File: config.mk
export PLATFORM = sky130hd
export DESIGN_NAME = mp_mgmt_arb
export DESIGN_NICKNAME = d
export VERILOG_FILES = /design/src/rtl/mp_mgmt_arb.sv
export SDC_FILE = /design/constraint.sdc
export NUM_CORES = 1
export LEC_CHECK = 0
export BUFFER_PORTS_ARGS = -buffer_cell sky130_fd_sc_hd__buf_2
export CAP_MARGIN = 20
export CORE_AREA = 2 2 118 120
export CTS_CLUSTER_DIAMETER = 50
export DETAILED_ROUTE_END_ITERATION = 12
export DIE_AREA = 0 0 120 122
export GPL_TIMING_DRIVEN = 0
export SYNTH_ARGS = -nofsm -noshare
export SYNTH_HDL_FRONTEND = slang
export SYNTH_SLANG_ARGS = --single-unit
export TNS_END_PERCENT = 30
File: constraint.sdc
create_clock -name clk -period 6.06 [get_ports clk]
set_input_delay 1.212 -clock clk [delete_from_list [all_inputs] [get_ports clk]]
set_output_delay 1.212 -clock clk [all_outputs]
set_load 0.005 [all_outputs]
File: src/rtl/mp_mgmt_arb.sv
// mp_mgmt_arb: round-robin arbiter for two masters sharing one management slave port.
// Define MGMT_ARB_TIMEOUT_EN to add the watchdog that self-completes stalled transactions.
module mp_mgmt_arb #(
   parameter int TO_CYC = 255
) (
   input  logic        clk,
   input  logic        sys_rst,
   input  logic        m0_req,
   input  logic        m0_rwn,
   input  logic [31:0] m0_adr,
   input  logic [1:0]  m0_wen,
   input  logic [31:0] m0_txd,
   input  logic        m1_req,
   input  logic        m1_rwn,
   input  logic [31:0] m1_adr,
   input  logic [1:0]  m1_wen,
   input  logic [31:0] m1_txd,
   output logic        m0_ack,
   output logic        m0_rxe,
   output logic [31:0] m0_rxd,
   output logic        m1_ack,
   output logic        m1_rxe,
   output logic [31:0] m1_rxd,
   output logic        s_req,
   output logic        s_rwn,
   output logic [31:0] s_adr,
   output logic [1:0]  s_wen,
   output logic [31:0] s_txd,
   input  logic        s_ack,
   input  logic        s_rxe,
   input  logic [31:0] s_rxd,
   output logic        err
);
   typedef enum logic [1:0] {IDLE, CMD, RDW} state_t;
   state_t      state_q;
   logic        gnt_q, gnt_d, s_req_q, s_rwn_q;
   logic [31:0] s_adr_q, s_txd_q, rxd;
   logic [1:0]  s_wen_q;
   logic        exp_ev, to_ev, ack_ev, rxe_ev;

   if (TO_CYC < 1 || TO_CYC > 255) begin : g_bad_to
      $error("mp_mgmt_arb: TO_CYC must be 1..255");
   end

   // gnt_q doubles as last-grant; simultaneous requests go to the other master
   assign gnt_d  = (m0_req & m1_req) ? ~gnt_q : m1_req;
   assign exp_ev = (state_q == CMD && s_ack) || (state_q == RDW && s_rxe);
`ifdef MGMT_ARB_TIMEOUT_EN
   logic [7:0] wd_q;
   logic       err_q;
   assign to_ev = state_q != IDLE && wd_q == 8'(TO_CYC - 1) && !exp_ev;
   assign err   = err_q;
   always_ff @(posedge clk or posedge sys_rst)
      if (sys_rst) begin
         wd_q  <= '0;
         err_q <= 1'b0;
      end else begin
         wd_q  <= (state_q == IDLE || ack_ev || rxe_ev) ? 8'd0 : wd_q + 8'd1;
         err_q <= err_q | to_ev;
      end
`else
   assign to_ev = 1'b0;
   assign err   = 1'b0;
`endif
   assign ack_ev = state_q == CMD && (s_ack || to_ev);
   assign rxe_ev = state_q == RDW && (s_rxe || to_ev);
   assign rxd    = to_ev ? 32'hDEAD_BEEF : s_rxd;
   assign m0_ack = ack_ev & ~gnt_q;
   assign m1_ack = ack_ev & gnt_q;
   assign m0_rxe = rxe_ev & ~gnt_q;
   assign m1_rxe = rxe_ev & gnt_q;
   assign m0_rxd = gnt_q ? 32'd0 : rxd;
   assign m1_rxd = gnt_q ? rxd : 32'd0;
   assign s_req  = s_req_q;
   assign s_rwn  = s_rwn_q;
   assign s_adr  = s_adr_q;
   assign s_wen  = s_wen_q;
   assign s_txd  = s_txd_q;

   always_ff @(posedge clk or posedge sys_rst)
      if (sys_rst) begin
         state_q <= IDLE;
         gnt_q   <= 1'b1;
         s_req_q <= 1'b0;
         s_rwn_q <= 1'b1;
         s_adr_q <= '0;
         s_wen_q <= '0;
         s_txd_q <= '0;
      end else begin
         case (state_q)
            IDLE: if (m0_req | m1_req) begin
               state_q <= CMD;
               gnt_q   <= gnt_d;
               s_req_q <= 1'b1;
               s_rwn_q <= gnt_d ? m1_rwn : m0_rwn;
               s_adr_q <= gnt_d ? m1_adr : m0_adr;
               s_wen_q <= gnt_d ? m1_wen : m0_wen;
               s_txd_q <= gnt_d ? m1_txd : m0_txd;
            end
            CMD: if (ack_ev) begin
               s_req_q <= 1'b0;
               state_q <= (s_rwn_q && !to_ev) ? RDW : IDLE;
            end
            RDW: if (rxe_ev) state_q <= IDLE;
            default: state_q <= IDLE;
         endcase
      end
endmodule

==> flow_summary.toml, run 1 <==
[logic_synthesis]
ys_async_sr_fraction = 1.000
syn-instance-count = 311
synth.most_common_cell = "mux2_2"
synth_area_leaders = "dfrtp_1 (42%), mux2_2 (27%), mux2_4 (14%), nor2b_1 (5.2%), and2_1 (4.9%)"
syn_area_per_cell_um2 = 13.11
ys_seq_area_frac = 0.4365
synthFlopType = "dfrtp_1"
syn-num-nets = 483
synth_edf_count = 0
yosysTopAreaCell = "dfrtp_1"
synth_top_area_share = 0.4236
synthesis.area_um2 = 4076
synth_warnings = 0
ys_types = 20
synth_seq_cells = 71
ys_top_cells_by_count = "mux2_2 (96), dfrtp_1 (69), mux2_4 (38), nor2b_1 (34), and2_1 (32)"

[worst_setup_path]
r2r_start = "state_q[1]"
cp_max_fo = 10
slowest_stage = "dfstp_2"
arrival_ps = 1860
cp_cell_sequence = "clkbuf_1, clkbuf_1, and2_1, buf_2"
critPathKind = "reg2out"
worstPathRequired_ps = 4850
startpoint = "gnt_q"
end_kind = "output pin"
start_kind = "register"
cpPeakStageDelay_ps = 570
path_common_cell = "clkbuf_1"

[sta]
fin_crit_sh = 0.5070
fin_skew_ps = 4.578
drv_slew = 0
worst_slack_ps = 2988
rsz0062_at_grt = "no"
worstMarginPinSlew_ps = 854.0
finalHoldViolCount = 0
setup_tns_ps = 0
setup_viol = 0
finalCriticalPeriod_ps = 3072
fmax_mhz = 325.5
slew_headroom = 0.4307

[place]
port_buffers = 307
gp_congestion = 0.8683
dpl-instance-area_um2 = 5841
dp_slack_ps = 3082
hpwl_um = 9901

[pwr]
p_leak_nw = 3.229
ir_drop_mv = 0.1473
p_per_area_nw_per_um2 = 431.7

[final_layout]
layout-drive-gt1-share = 0.7480
fin_util = 0.4528
final_nets = 801
syn_to_final_growth_pct = 50.00
design_area_um2 = 6115

[min_path]
min-delay-start = "s_req"
hold_class = "reg2reg"

[drt]
met1_length_um = 4481
ant_nets = 0
drc_errors = 0
dr.pass1.iters = 4
wl_um = 12140
dr_wl_met2_um = 6631
highest_layer = "met4"
wl_met3_um = 762
vias = 3552
drtIter0Drc = 39
wire_per_inst_um = 14.95
drt-vias-per-instance = 4.374

[global_routing]
grt_pass1_wl_um = 18220
antenna_found_initial = 1
track_usage = 0.1599
gr-total-overflow = 0
grt_max_degree = 72
grt_pass1_vias = 3531

[clock_network]
clock_sinks = 71
root_buffer = "clkbuf_16"
hold_buffers = 0
htreeDepth = 3
tritoncts = "yes"
insertion_delay_ps = 320
postCtsSetupBuffers = 0
cts.clk_slew.worst_paths_ps = 50
clockBufferDepth = 2
numCtsBuffers = 9
cts_resized = 0

[die]
die_area_um2 = 14640
fp-row-count = 43
start_util = 0.3019
core-area_um2 = 13500
ios = 309
die-height_um = 122
dieWidth_um = 120

[run_status]
status = "finished clean"

[job]
cap_violations = 0
## per-stage QoR
step | cells | power (mW) | hold slack, ps
finish | 812 | 2.639 | 475.2
global route | 812 | 2.837 | 513.8
CTS | 811 | 2.688 | 480.6
detailed placement | 798 | 2.186 | 468.7
global placement | 798 | 2.168 | 460.2
floorplan | 311 | 1.617 | 474.0
## kinds of logic after synthesis
kind of cell / after synthesis / synth area share
compound gates: 4 / 0.008593
flops: 71 / 0.4365
buf+inv: 27 / 0.03591
simple gates: 73 / 0.1105
other cells: 1 / 0.0009199
mux: 135 / 0.4076
## worst max-delay path, delay by kind of cell (launching register included)
| family | cells | cell delay (ps) |
|---|---|---|
| DFF | 1 | 570 |
| buffers and inverters | 3 | 800 |
| and+or+nand+nor | 1 | 180 |
## layer usage
metal | global-route usage | vias up
met1 | 0.1736 | 1679
met2 | 0.3040 | 158
li1 | - | 1700
met4 | 0.05956 | 0
met5 | 0 | -
met3 | 0.03324 | 15
## cells in the final DEF (no fill, tap or decap), types with 2 or more instances in the layout
cell,count
dfstp_2,2
dfrtp_1,69
a21o_1,2
clkbuf_16,9
inv_1,3
nor2_1,3
mux2_4,38
buf_2,316
buf_6,4
and3_1,2
mux2_2,96
clkbuf_1,9
and2_1,32
clkbuf_8,3
nor2b_1,34
## path summary, 6_finish.rpt
check | end | slack [ps] | depth (start not counted)
setup / recovery | m1_rxd[15] | 2990 | 4
hold / removal | s_req | 480 | 1
hold reg to reg | s_req | 480 | 1
max in group asynchronous | state_q[1] | 4420 | 2
min in group asynchronous | s_adr[30] | 1080 | 2
setup reg to reg | s_adr[15] | 4080 | 3
## flip-flops by register name, summed over array words and instances (netlist names)
name / flops
state_q: 2
gnt_q: 1
s_wen: 2
s_adr: 32
s_rwn: 1
s_req: 1
s_txd: 32
## report_power, final
group	switching, mW	internal [mW]	leakage [nW]
logic	0.550	0.757	2.27
clock network	0.178	0.303	0.136
registers	0.125	0.728	0.827
total	0.853	1.79	3.23
## layout make-up
type | instances | area (um2)
well taps | 180 | 225.2
clock buffers | 12 | 266.5
multi-input cells | 213 | 2151
flip-flops and latches | 71 | 1779
clock inverters | 1 | 5.005
inverters | 4 | 17.52
plain buffers | 23 | 131.4
repair buffers | 307 | 1536
fillers | 1294 | 7390
diodes | 1 | 2.502
No activity file was read; power rests on OpenSTA's default activity.
==> run 2: changes to the inputs <==
--- a/config.mk
+++ b/config.mk
@@ -5,13 +5,15 @@
 export SDC_FILE = /design/constraint.sdc
 export NUM_CORES = 1
 export LEC_CHECK = 0
+export ABC_AREA = 1
 export BUFFER_PORTS_ARGS = -buffer_cell sky130_fd_sc_hd__buf_2
 export CAP_MARGIN = 20
-export CORE_AREA = 2 2 118 120
+export CORE_AREA = 2 2 120 122
 export CTS_CLUSTER_DIAMETER = 50
 export DETAILED_ROUTE_END_ITERATION = 12
-export DIE_AREA = 0 0 120 122
+export DIE_AREA = 0 0 122 124
 export GPL_TIMING_DRIVEN = 0
+export PLACE_DENSITY = 0.66
 export SYNTH_ARGS = -nofsm -noshare
 export SYNTH_HDL_FRONTEND = slang
 export SYNTH_SLANG_ARGS = --single-unit
==> constraint.sdc (replaced) <==
create_clock -name clk -period 2.9 [get_ports clk]
set_input_delay 0.58 -clock clk [delete_from_list [all_inputs] [get_ports clk]]
set_output_delay 0.58 -clock clk [all_outputs]
set_load 0.005 [all_outputs]
==> run 2 against run 1 <==
Register-to-register slack got worse by 2900 ps; wire length increased by 35%; synthesized area increased by 12%; global-route usage increased by 5.2 points; combinational power increased by 120%; clock power increased to 2.7 times the previous value; sequential power increased by 110%; first-iteration DRC count increased to 5.5 times the previous value; critical endpoint is now m0_rxd[12]; sequential cell count unchanged; die area increased by 3.3%.
==> flow_summary.toml, run 2 <==
[clock_network]
numCtsBuffers = 9
cts.clk_slew.worst_paths_ps = 60
clockBufferDepth = 2
clock_sinks = 71
insertion_delay_ps = 330
htreeDepth = 3
postCtsSetupBuffers = 0
cts_resized = 0
hold_buffers = 0
root_buffer = "clkbuf_16"
tritoncts = "yes"

[sta]
finalHoldViolCount = 0
finalCriticalPeriod_ps = 2314
fin_crit_sh = 0.7978
rsz0062_at_grt = "no"
setup_tns_ps = 0
drv_slew = 0
fin_skew_ps = 6.842
slew_headroom = 0.6586
setup_viol = 0
worst_slack_ps = 586.4
fmax_mhz = 432.2
worstMarginPinSlew_ps = 512.2

[worst_setup_path]
worstPathRequired_ps = 2320
start_kind = "register"
crit_buf_inv = 4
rr_worst_depth = 7
cp_cell_sequence = "buf_2, buf_2, buf_2, nor2_1, buf_2"
cp_max_fo = 10
critPathKind = "reg2out"
critical_path_cell_count = 5
r2r_start = "gnt_q"
slowest_stage = "dfstp_2"
startpoint = "gnt_q"
cpPeakStageDelay_ps = 510
path_delay_family = "buffers and inverters"
arrival_ps = 1730
path_common_cell = "buf_2"
end_kind = "output pin"
reg2reg_slack_ps = 1180
r2r-end = "s_txd[19]"
critical_path.endpoint = "m0_rxd[12]"

[logic_synthesis]
ys_async_sr_fraction = 1.000
synth_edf_count = 0
syn_area_per_cell_um2 = 6.178
ys_top_cells_by_count = "nand2_1 (238), inv_1 (202), nand3_1 (137), dfrtp_1 (69), nor2_1 (38)"
synthMuxAreaShare = 0
synth.most_common_cell = "nand2_1"
synth_seq_cells = 71
synth_top_area_share = 0.3777
ys_seq_area_frac = 0.3892
synthXorXnorAreaFrac = 0
synth_warnings = 0
yosysTopAreaCell = "dfrtp_1"
synthFlopType = "dfrtp_1"
syn-num-nets = 912
synth_top_family_by_area = "simple AND/OR/NAND/NOR gates"
post_synth_and_or_nand_nor_area_fraction = 0.3840
ys_types = 17
synth_compound_area_frac = 0.004652
synthesis.area_um2 = 4572
synth_area_leaders = "dfrtp_1 (38%), nand2_1 (20%), inv_1 (17%), nand3_1 (15%), nor2_1 (3.1%)"
synth_fa_ha_area_frac = 0
syn-instance-count = 740

[place]
hpwl_um = 13110
dp_slack_ps = 906.2
gp_congestion = 0.8264
dp_cells = 1227
port_buffers = 306

[drt]
dr.pass1.iters = 4
vias = 5385
wire_per_inst_um = 13.12
ant_nets = 0
wl_um = 16350
drc_errors = 0
drt-vias-per-instance = 4.322
drtIter0Drc = 216

[global_routing]
antenna_found_initial = 3
grt_max_degree = 44
grt_pass1_wl_um = 24850
track_usage = 0.2114
gr-total-overflow = 0
grt_pass1_vias = 4983

[die]
core-area_um2 = 13720
fp-row-count = 43
ios = 309
die-height_um = 124
die_area_um2 = 15130
start_util = 0.3332
dieWidth_um = 122

[job]
cap_violations = 0

[final_layout]
syn_to_final_growth_pct = 46.69
final_cell_mix = "buf_2 (332), nand2_1 (238), inv_1 (201)"
fin_cells = 1246
final_nets = 1230
layout-drive-gt1-share = 0.3396
layout_commonest_cell = "buf_2"
fillers = 1528

[pwr]
seq_power_share = 0.301
p_sw_mw = 2.351
p_clk_frac = 0.217
combPwrFrac = 0.482
p_per_area_nw_per_um2 = 882.9
p_int_mw = 3.570
ir_drop_mv = 0.3352
p_leak_nw = 4.670
switching_share = 0.3970

[run_status]
status = "finished clean"

[min_path]
hold_class = "in2async"
[run 2: cell count changes in the layout (fill, tap and decap cells not counted), moves of 5 or more]
cell      previous run  this run
mux2_4              38         0
mux2_2              96         0
nor2b_1             34         0
nand3_1              0       137
buf_2              316       332
clkbuf_1             9        14
and2_1              32         0
nand2_1              1       238
nor2_1               3        38
inv_1                3       201
[run 2: metal layers]
metal | track usage | share of wire | wire length (um)
met1 | 0.2253 | 0.38 | 6219
met2 | 0.4085 | 0.53 | 8621
met3 | 0.05403 | 0.077 | 1258
met4 | 0.06178 | 0.015 | 253
met5 | 0 | 0 | 0
[run 2: how the worst min path moves through the flow]
stage                       start   endpoint
after floorplan             s_rwn      s_rwn
after global placement      s_req      s_req
after detailed placement    s_req      s_req
after CTS                 sys_rst   s_adr[9]
after global routing      sys_rst  s_adr[15]
final                     sys_rst   s_adr[9]
[run 2: area by class of cell]
type,count,area [um2],area share
Multi-Input combinational cell,422,1780,0.2655
Sequential cell,71,1779,0.2653
Timing Repair Buffer,307,1559,0.2325
Inverter,202,760.7,0.1134
Buffer,45,254.0,0.03787
Clock buffer,13,250.2,0.03731
Tap cell,180,225.2,0.03358
Clock inverter,3,90.09,0.01343
Antenna cell,3,7.507,0.001119
[run 2: kinds of logic (layout without fill, tap and decap cells)]
logic type | after synthesis | in the layout
AO/OA/AOI/OAI | 3 | 3
buffers and inverters | 247 | 570
flip-flops | 71 | 71
other | 1 | 4
AND/OR/NAND/NOR | 418 | 418
[run 2: metrics by stage]
stage	instance area, um2	util	power, mW	hold WS, ps
floorplan	4572	-	3.353	463.8
global placement	6329	0.4613	4.650	453.8
detailed placement	6359	0.4635	4.699	455.3
CTS	6699	0.4883	6.004	263.0
global route	6704	0.4886	6.460	269.3
finish	6706	0.4888	5.921	250.5
[run 2: power groups by stage]
stage | clock network [mW] | registers, mW | logic (mW)
2_1_floorplan | 0 | 1.82 | 1.53
3_3_place_gp | 0 | 1.78 | 2.87
3_5_place_dp | 0 | 1.78 | 2.92
4_1_cts | 1.30 | 1.78 | 2.92
5_1_grt | 1.36 | 1.85 | 3.26
6_report | 1.28 | 1.78 | 2.85
